--- config.mk ---
export PLATFORM = sky130hd
export DESIGN_NAME = pipeline_stall_ctrl_flat
export DESIGN_NICKNAME = d
export VERILOG_FILES = /design/src/rtl/pipeline_stall_ctrl_if.sv /design/src/rtl/pipeline_stall_ctrl.sv /design/src/flat_wrapper.sv
export SDC_FILE = /design/constraint.sdc
export NUM_CORES = 1
export LEC_CHECK = 0
export ABC_AREA = 1
export CORE_MARGIN = 2
export CORE_UTILIZATION = 55
export DETAILED_ROUTE_END_ITERATION = 10
export DONT_BUFFER_PORTS = 1
export PLACE_DENSITY = 0.73
export SYNTH_ARGS = -nofsm -noshare
export SYNTH_HDL_FRONTEND = slang
export SYNTH_SLANG_ARGS = --single-unit
--- constraint.sdc ---
create_clock -name clk -period 1.9 [get_ports clk]
set_input_delay 0.38 -clock clk [delete_from_list [all_inputs] [get_ports clk]]
set_output_delay 0.38 -clock clk [all_outputs]
set_load 0.02 [all_outputs]
--- src/rtl/pipeline_stall_ctrl_if.sv ---
// Handshake bundle between the pipeline datapath and the stall/flush sequencer.
// The master side drives the hazard and event inputs; the slave side is the controller.
interface pipeline_stall_ctrl_if #(
  parameter int CNT_W = 16
);
  logic [4:0]       id_rs1;
  logic [4:0]       id_rs2;
  logic [4:0]       ex_rd;
  logic             ex_MemRead;
  logic             ex_branch_taken;
  logic             mem_access;
  logic             perf_clear;
  logic             pc_write;
  logic             ifid_write;
  logic             ifid_flush;
  logic             idex_bubble;
  logic             idex_flush;
  logic             pipe_freeze;
  logic [1:0]       ctrl_state;
  logic [CNT_W-1:0] stall_cycles;
  logic [CNT_W-1:0] flush_events;

  modport master (
    output id_rs1, id_rs2, ex_rd, ex_MemRead, ex_branch_taken, mem_access, perf_clear,
    input  pc_write, ifid_write, ifid_flush, idex_bubble, idex_flush, pipe_freeze,
           ctrl_state, stall_cycles, flush_events
  );

  modport slave (
    input  id_rs1, id_rs2, ex_rd, ex_MemRead, ex_branch_taken, mem_access, perf_clear,
    output pc_write, ifid_write, ifid_flush, idex_bubble, idex_flush, pipe_freeze,
           ctrl_state, stall_cycles, flush_events
  );
endinterface

--- src/rtl/pipeline_stall_ctrl.sv ---
// Stall/flush sequencer for a 5-stage pipeline: load-use bubbles, branch squash,
// fixed-latency memory freeze FSM and two saturating performance counters.
module pipeline_stall_ctrl #(
  parameter int MEM_WAIT_CYCLES = 2,
  parameter int CNT_W           = 16
) (
  input  logic                 clk,
  input  logic                 reset,
  pipeline_stall_ctrl_if.slave bus
);

  typedef enum logic [1:0] {
    RUN     = 2'd0,
    WAIT    = 2'd1,
    RELEASE = 2'd2
  } state_e;

  localparam int WC_W        = (MEM_WAIT_CYCLES < 4) ? 2 : $clog2(MEM_WAIT_CYCLES);
  localparam int WAIT_INIT_I = (MEM_WAIT_CYCLES == 0) ? 0 : MEM_WAIT_CYCLES - 1;
  localparam logic [WC_W-1:0] WAIT_INIT = WC_W'(WAIT_INIT_I);

  state_e           state_q, state_d;
  logic [WC_W-1:0]  cnt_q, cnt_d;
  logic [CNT_W-1:0] stall_q, stall_d;
  logic [CNT_W-1:0] flush_q, flush_d;

  logic hz, mw, freeze;

  assign hz = bus.ex_MemRead && (bus.ex_rd != 5'd0) &&
              ((bus.ex_rd == bus.id_rs1) || (bus.ex_rd == bus.id_rs2));
  assign mw = (state_q == RUN) && bus.mem_access && (MEM_WAIT_CYCLES != 0);
  assign freeze = mw || (state_q == WAIT);

  always_ff @(posedge clk) begin
    if (reset) begin
      state_q <= RUN;
      cnt_q   <= '0;
      stall_q <= '0;
      flush_q <= '0;
    end else begin
      state_q <= state_d;
      cnt_q   <= cnt_d;
      stall_q <= stall_d;
      flush_q <= flush_d;
    end
  end

  always_comb begin
    state_d = state_q;
    cnt_d   = cnt_q;
    case (state_q)
      RUN: begin
        if (mw) begin
          cnt_d   = WAIT_INIT;
          state_d = (MEM_WAIT_CYCLES == 1) ? RELEASE : WAIT;
        end
      end
      WAIT: begin
        cnt_d = cnt_q - WC_W'(1);
        if (cnt_q == WC_W'(1)) state_d = RELEASE;
      end
      // The op in MEM advances here; mem_access is deliberately not re-sampled.
      RELEASE: state_d = RUN;
      default: state_d = RUN;
    endcase
  end

  always_comb begin
    bus.pc_write    = 1'b1;
    bus.ifid_write  = 1'b1;
    bus.ifid_flush  = 1'b0;
    bus.idex_bubble = 1'b0;
    bus.idex_flush  = 1'b0;
    bus.pipe_freeze = 1'b0;
    if (reset) begin
      bus.pc_write   = 1'b0;
      bus.ifid_write = 1'b0;
      bus.ifid_flush = 1'b1;
      bus.idex_flush = 1'b1;
    end else if (freeze) begin
      bus.pipe_freeze = 1'b1;
      bus.pc_write    = 1'b0;
      bus.ifid_write  = 1'b0;
    end else if (bus.ex_branch_taken) begin
      // ID holds a wrong-path instruction, so squash beats the load-use bubble.
      bus.ifid_flush = 1'b1;
      bus.idex_flush = 1'b1;
    end else if (hz) begin
      bus.pc_write    = 1'b0;
      bus.ifid_write  = 1'b0;
      bus.idex_bubble = 1'b1;
    end
  end

  always_comb begin
    stall_d = stall_q;
    flush_d = flush_q;
    if (bus.perf_clear) begin
      stall_d = '0;
      flush_d = '0;
    end else begin
      if (!bus.pc_write && (stall_q != {CNT_W{1'b1}})) stall_d = stall_q + CNT_W'(1);
      if (bus.idex_flush && (flush_q != {CNT_W{1'b1}})) flush_d = flush_q + CNT_W'(1);
    end
  end

  assign bus.ctrl_state   = state_q;
  assign bus.stall_cycles = stall_q;
  assign bus.flush_events = flush_q;

endmodule
--- src/flat_wrapper.sv ---
// flat-port wrapper written by rule: the top's interface ports become plain ports
module pipeline_stall_ctrl_flat 
#(
  parameter int MEM_WAIT_CYCLES = 2,
  parameter int CNT_W           = 16
)
  (clk, reset, bus_id_rs1, bus_id_rs2, bus_ex_rd, bus_ex_MemRead, bus_ex_branch_taken, bus_mem_access, bus_perf_clear, bus_pc_write, bus_ifid_write, bus_ifid_flush, bus_idex_bubble, bus_idex_flush, bus_pipe_freeze, bus_ctrl_state, bus_stall_cycles, bus_flush_events);
  pipeline_stall_ctrl_if #(.CNT_W(CNT_W)) bus_i ();
  input  logic clk;
  input  logic reset;
  input wire logic [$bits(bus_i.id_rs1)-1:0] bus_id_rs1;
  input wire logic [$bits(bus_i.id_rs2)-1:0] bus_id_rs2;
  input wire logic [$bits(bus_i.ex_rd)-1:0] bus_ex_rd;
  input wire logic [$bits(bus_i.ex_MemRead)-1:0] bus_ex_MemRead;
  input wire logic [$bits(bus_i.ex_branch_taken)-1:0] bus_ex_branch_taken;
  input wire logic [$bits(bus_i.mem_access)-1:0] bus_mem_access;
  input wire logic [$bits(bus_i.perf_clear)-1:0] bus_perf_clear;
  output wire logic [$bits(bus_i.pc_write)-1:0] bus_pc_write;
  output wire logic [$bits(bus_i.ifid_write)-1:0] bus_ifid_write;
  output wire logic [$bits(bus_i.ifid_flush)-1:0] bus_ifid_flush;
  output wire logic [$bits(bus_i.idex_bubble)-1:0] bus_idex_bubble;
  output wire logic [$bits(bus_i.idex_flush)-1:0] bus_idex_flush;
  output wire logic [$bits(bus_i.pipe_freeze)-1:0] bus_pipe_freeze;
  output wire logic [$bits(bus_i.ctrl_state)-1:0] bus_ctrl_state;
  output wire logic [$bits(bus_i.stall_cycles)-1:0] bus_stall_cycles;
  output wire logic [$bits(bus_i.flush_events)-1:0] bus_flush_events;
  assign bus_i.id_rs1 = bus_id_rs1;
  assign bus_i.id_rs2 = bus_id_rs2;
  assign bus_i.ex_rd = bus_ex_rd;
  assign bus_i.ex_MemRead = bus_ex_MemRead;
  assign bus_i.ex_branch_taken = bus_ex_branch_taken;
  assign bus_i.mem_access = bus_mem_access;
  assign bus_i.perf_clear = bus_perf_clear;
  assign bus_pc_write = bus_i.pc_write;
  assign bus_ifid_write = bus_i.ifid_write;
  assign bus_ifid_flush = bus_i.ifid_flush;
  assign bus_idex_bubble = bus_i.idex_bubble;
  assign bus_idex_flush = bus_i.idex_flush;
  assign bus_pipe_freeze = bus_i.pipe_freeze;
  assign bus_ctrl_state = bus_i.ctrl_state;
  assign bus_stall_cycles = bus_i.stall_cycles;
  assign bus_flush_events = bus_i.flush_events;
  pipeline_stall_ctrl #(.MEM_WAIT_CYCLES(MEM_WAIT_CYCLES), .CNT_W(CNT_W)) u_core (.clk(clk), .reset(reset), .bus(bus_i));
endmodule
# == Word-level counts from Yosys, hierarchy flattened ==
# Cells that the tools add are included.
# word_totals
wordCells,46
out_inout_bits,40
ff_bits,36
# classes
muxes,17
n_addsub,3
n_reduce_logical,14
n_eq_ne,8
# ops
operator,count
"16-bit by 1-bit adder with 16-bit output, second input constant",2
"16-bit != test, second input constant",2
1-bit two-way mux,13
5-bit == test,2
2-bit case mux with 2 select lines,2
1-bit logical AND,5
5-bit nonzero test,1
"2-bit by 1-bit == test with 1-bit output, second input constant",2
2-bit two-way mux,2
2-bit AND reduction,2
2-bit logical NOT,1
1-bit logical OR,2
"2-bit by 1-bit != test with 1-bit output, second input constant",1
"2-bit != test, second input constant",1
2-bit nonzero test,1
2-bit OR reduction,1
"2-bit by 1-bit subtractor with 2-bit output, second input constant",1
1-bit logical NOT,1

# == Depth between registers and ports, before layout ==
# logic_depth
word_depth,9
mapped_depth,12
mapped_depth_nobuf,11

# == Worst setup path after synthesis ==
# OpenSTA, ideal clock, no wires.
# synth_path
path_kind,register to output
from,register u_core.state_q[0] (netlist: u_core.bus.ctrl_state[0])
to,output bus_pc_write
setup_slack_ns,0.037
stages_incl_launch_ff,12
path_buffers,2
arrival_time_ns,1.483
path_cell_list,dfxtp_1 > inv_1 > nor2_2 > inv_2 > nand2_2 > inv_2 > nand2_1 > inv_2 > nand2_2 > buf_6 > inv_1 > buf_4
# synth_between
elab_chain_len,5
word_cells_on_any_way,6
# synth_lines
item,line_no,rtl
from (decl),pipeline_stall_ctrl.sv:22,"state_e state_q, state_d;"
from (signal assigned),pipeline_stall_ctrl.sv:41,state_q <= state_d;
2-bit logical NOT,pipeline_stall_ctrl.sv:31,assign mw = (state_q == RUN) && bus.mem_access && (MEM_WAIT_CYCLES != 0);
1-bit logical AND,pipeline_stall_ctrl.sv:31,
1-bit logical OR (*),pipeline_stall_ctrl.sv:32,assign freeze = mw || (state_q == WAIT);
1-bit two-way mux (*) (2 in series),-,
to (decl),flat_wrapper.sv:18,output wire logic [$bits(bus_i.pc_write)-1:0] bus_pc_write;
# Mark *: on every way between the ends. The rest lies on a longest branch, timed or not.

# == Final worst setup path ==
# layout_path
from,register u_core.state_q[0] (netlist: u_core.bus.ctrl_state[0])
to,output bus_ifid_write
# layout_between
elab_chain_len,5
word_cells_on_any_way,6
# layout_lines
item,line_no,rtl
2-bit logical NOT,pipeline_stall_ctrl.sv:31,
1-bit logical AND,pipeline_stall_ctrl.sv:31,
1-bit logical OR (*),pipeline_stall_ctrl.sv:32,
1-bit two-way mux (*),pipeline_stall_ctrl.sv:80,end else if (freeze) begin
1-bit two-way mux (*),pipeline_stall_ctrl.sv:75,if (reset) begin
to (decl),flat_wrapper.sv:19,output wire logic [$bits(bus_i.ifid_write)-1:0] bus_ifid_write;
# Marks and branches as above.

==> flow_summary_export.csv <==
group,metric,value,unit
critical_path,cpPeakStageDelay,0.34,ns
cts,cts_buffers,5,
cts,path_clk_slew,0.07,ns
placement,pre_cts_ws,0.326,ns
power_and_ir_drop,switching_share,26.0,%
power_and_ir_drop,combPwrFrac,13.6,%
critical_path,worstPathRequired,1.52,ns
synthesis,synth_flop_cell,"dfxtp_1",
timing,slew_viol_final,0,
synthesis,seq_area_frac_synth,32.8,%
power_and_ir_drop,p_leak,0.00113,uW
floorplan,core,3740,sq um
power_and_ir_drop,max-vdd-ir-drop,0.434,mV
placement,io_buffers,0,
route,via_per_inst,5.06,
synthesis,syn-instance-count,346,
synthesis,yosysWarnings,0,
route,wl_per_cell,11.3,um
route,wirelength,4860,um
floorplan,pin_count,61,
layout,syn_to_final_growth,17.7,%
timing,min_period,1.81,ns
cts,h-tree-depth,2,
power_and_ir_drop,switchingPower,434,uW
cts,worstSkewPairLatency,0.29,ns
global_route,gr-total-overflow,0,
timing,tns,0,ns
critical_path,critPathLaunch,"u_core.bus.ctrl_state[0]",
power_and_ir_drop,intPower,1240,uW
floorplan,rows,22,
synthesis,ys_types,29,
power_and_ir_drop,power,1670,uW
global_route,grt_max_degree,25,
power_and_ir_drop,clkPwrFrac,39.7,%
cts,cts.sinks,36,
critical_path,cp.buffers_inverters,6,
power_and_ir_drop,power.density,646,nW/um^2
global_route,antenna_found_initial,0,
floorplan,initial_utilization,58.7,%
route,dr.first_iter.drc_count,158,
layout,fill_cells,342,
cts,ctsRootBufferMaster,"clkbuf_8",
cts,cts_tree,"done",
synthesis,synth-seq-cells,36,
floorplan,design.die.area,4510,sq um
critical_path,critPathTopFamily,"buffers and inverters",
synthesis,ys_async_sr_fraction,0,%
status,status,"finished, final reports clean",
critical_path,path_cells,"inv_1 > nor2_4 > inv_2 > nand2_2 > inv_2 > nand2_2 > inv_2 > nand2_2 > inv_1 > buf_4",
critical_path,critPathArrivalTime,1.43,ns
placement,gp_congestion,0.781,
layout,fin_util,69.0,%
layout,layout-drive-gt1-share,20.1,%
synthesis,syn_avg_cell_area,6.35,sq um
hold_path,min_from,"reset",
floorplan,die_w,67.2,um
timing,max_freq,553,MHz
critical_path,cp-end-kind,"output port",
critical_path,path_class,"reg -> out",
synthesis,synth_edf_count,0,
synthesis,synth_fp_nets,370,
timing,rsz0062_at_grt,"false",
timing,fin_skew,0.0102,ns
synthesis,netlist_area,2200,sq um
layout,design_area,2580,sq um
timing,maxSlewHeadroom,72.5,%
placement,dp_hpwl,3710,um
placement,dpl_cell_area,2470,sq um
hold_path,hp-class,"in -> reg",
power_and_ir_drop,p_seq_share,46.7,%
timing,setup_ws,0.0905,ns
route,drtAntennaViolNets,0,
critical_path,r2r_start,"u_core.bus.flush_events[0]",
global_route,grt.total_usage,23.1,%
layout,layout.nets,406,
cts,hold_buffers,0,
global_route,grt_pass1_wl,8040,um
critical_path,crit_path_top_delay_cell,"dfxtp_2",
route,drc,0,
route,first_pass_iters,4,
route,via_count,2180,
critical_path,start_kind,"flip-flop",
global_route,grt_pass1_vias,1956,
floorplan,die_h,67.2,um
timing,fin_crit_sh,95.2,%
timing,tightest_slew,0.409,ns
run,maxCapViolCount,0,
layout,diodes,0,
critical_path,cp_max_fo,3,
layout,seq_area,723,sq um
cts,cts.path.max_buffers,2,
timing,setup_viol,0,
layout,multi_input_area,1250,sq um
timing,hold_viol,0,
## sequential cells by signal, summed over array words and instances (netlist names)
register / count
u_core.bus.flush_events: 16
u_core.bus.stall_cycles: 16
u_core.bus.ctrl_state: 2
u_core.cnt_q: 2
## power by group through the flow
| stage | Combinational [uW] | Clock, uW | Sequential, uW |
|---|---|---|---|
| 2_1_floorplan | 175 | 0 | 809 |
| 3_3_place_gp | 219 | 0 | 795 |
| 3_5_place_dp | 223 | 0 | 796 |
| 4_1_cts | 224 | 674 | 778 |
| 5_1_grt | 252 | 704 | 781 |
| 6_report | 227 | 663 | 779 |
## kinds of logic (layout without fill, tap and decap cells)
family | count (synthesis) | in the layout | synth area share (%)
buf+inv | 52 | 89 | 10.6
flops | 36 | 36 | 32.8
xor+xnor | 7 | 7 | 2.79
compound gates | 37 | 37 | 9.17
fa+ha+maj | 3 | 3 | 1.71
simple gates | 211 | 211 | 42.9
## path summary, 6_finish.rpt
check	end	slack (ns)	cells after the start
setup / recovery	bus_ifid_write	0.09	10
hold / removal	u_core.bus.ctrl_state[0]	0.15	1
setup reg to reg	u_core.bus.flush_events[5]	0.32	9
hold reg to reg	u_core.cnt_q[0]	0.48	1
## per-layer routing
layer | GRT usage, % | vias up | share of wire, %
met5 | 0 | - | 0
met4 | 7.91 | 0 | 1.0
met3 | 4.33 | 6 | 5.6
met2 | 40.6 | 50 | 48
met1 | 28.1 | 967 | 45
li1 | - | 1157 | -
## final cells by class
type,instances,area share [%]
multi-input combinational,258,48.4
sequential,36,28.0
timing repair buffer,37,10.8
inverter,44,6.39
clock buffer,6,2.81
tap,48,2.32
clock inverter,2,1.36
## synthesized netlist by cell type, types with 4 or more instances
cell type,instances,area [sq um]
nand2_1,92,345
nor2_2,5,31.3
o21ai_0,5,25.0
nand3_1,28,140
buf_6,4,45.0
dfxtp_1,36,721
inv_1,31,116
nor2_1,67,251
a21oi_1,26,130
xor2_1,4,35.0
nor3b_2,4,50.1
inv_2,13,48.8
## worst register-to-register path, cell delays in order, from the launching register on
cell	delay, ns
dfxtp_1	0.34
ha_1	0.20
nand3_1	0.13
inv_1	0.11
nand4_2	0.13
nand2_4	0.20
inv_2	0.12
nand2_1	0.09
nor2_1	0.05
nor3b_2	0.15
## metrics by stage
| stage | instances | hold slack, ns |
|---|---|---|
| after CTS | 431 | 0.157 |
| final | 431 | 0.154 |
| after detailed placement | 423 | 0.452 |
| after floorplan | 346 | 0.429 |
| after global placement | 423 | 0.456 |
| after global routing | 431 | 0.156 |
## cell usage in the layout (no fill, tap or decap), types with 2 or more instances in the layout
cell	instances
nor3_1	3
nand4_1	3
clkbuf_8	5
dfxtp_2	2
inv_1	31
o21ai_0	5
nor2_2	4
nor3b_2	4
a21oi_1	26
nand3_1	28
nand2_2	4
inv_2	13
buf_4	37
nand2_1	91
ha_1	3
xor2_1	4
xnor2_1	3
dfxtp_1	34
o21ai_1	3
nor2_1	67
## timing repair
action,4_1_cts,5_1_grt
endpoints found under the setup margin,0,2
setup buffers,0,0
gates resized for setup,0,4
Power figures use the tool's default switching activity.
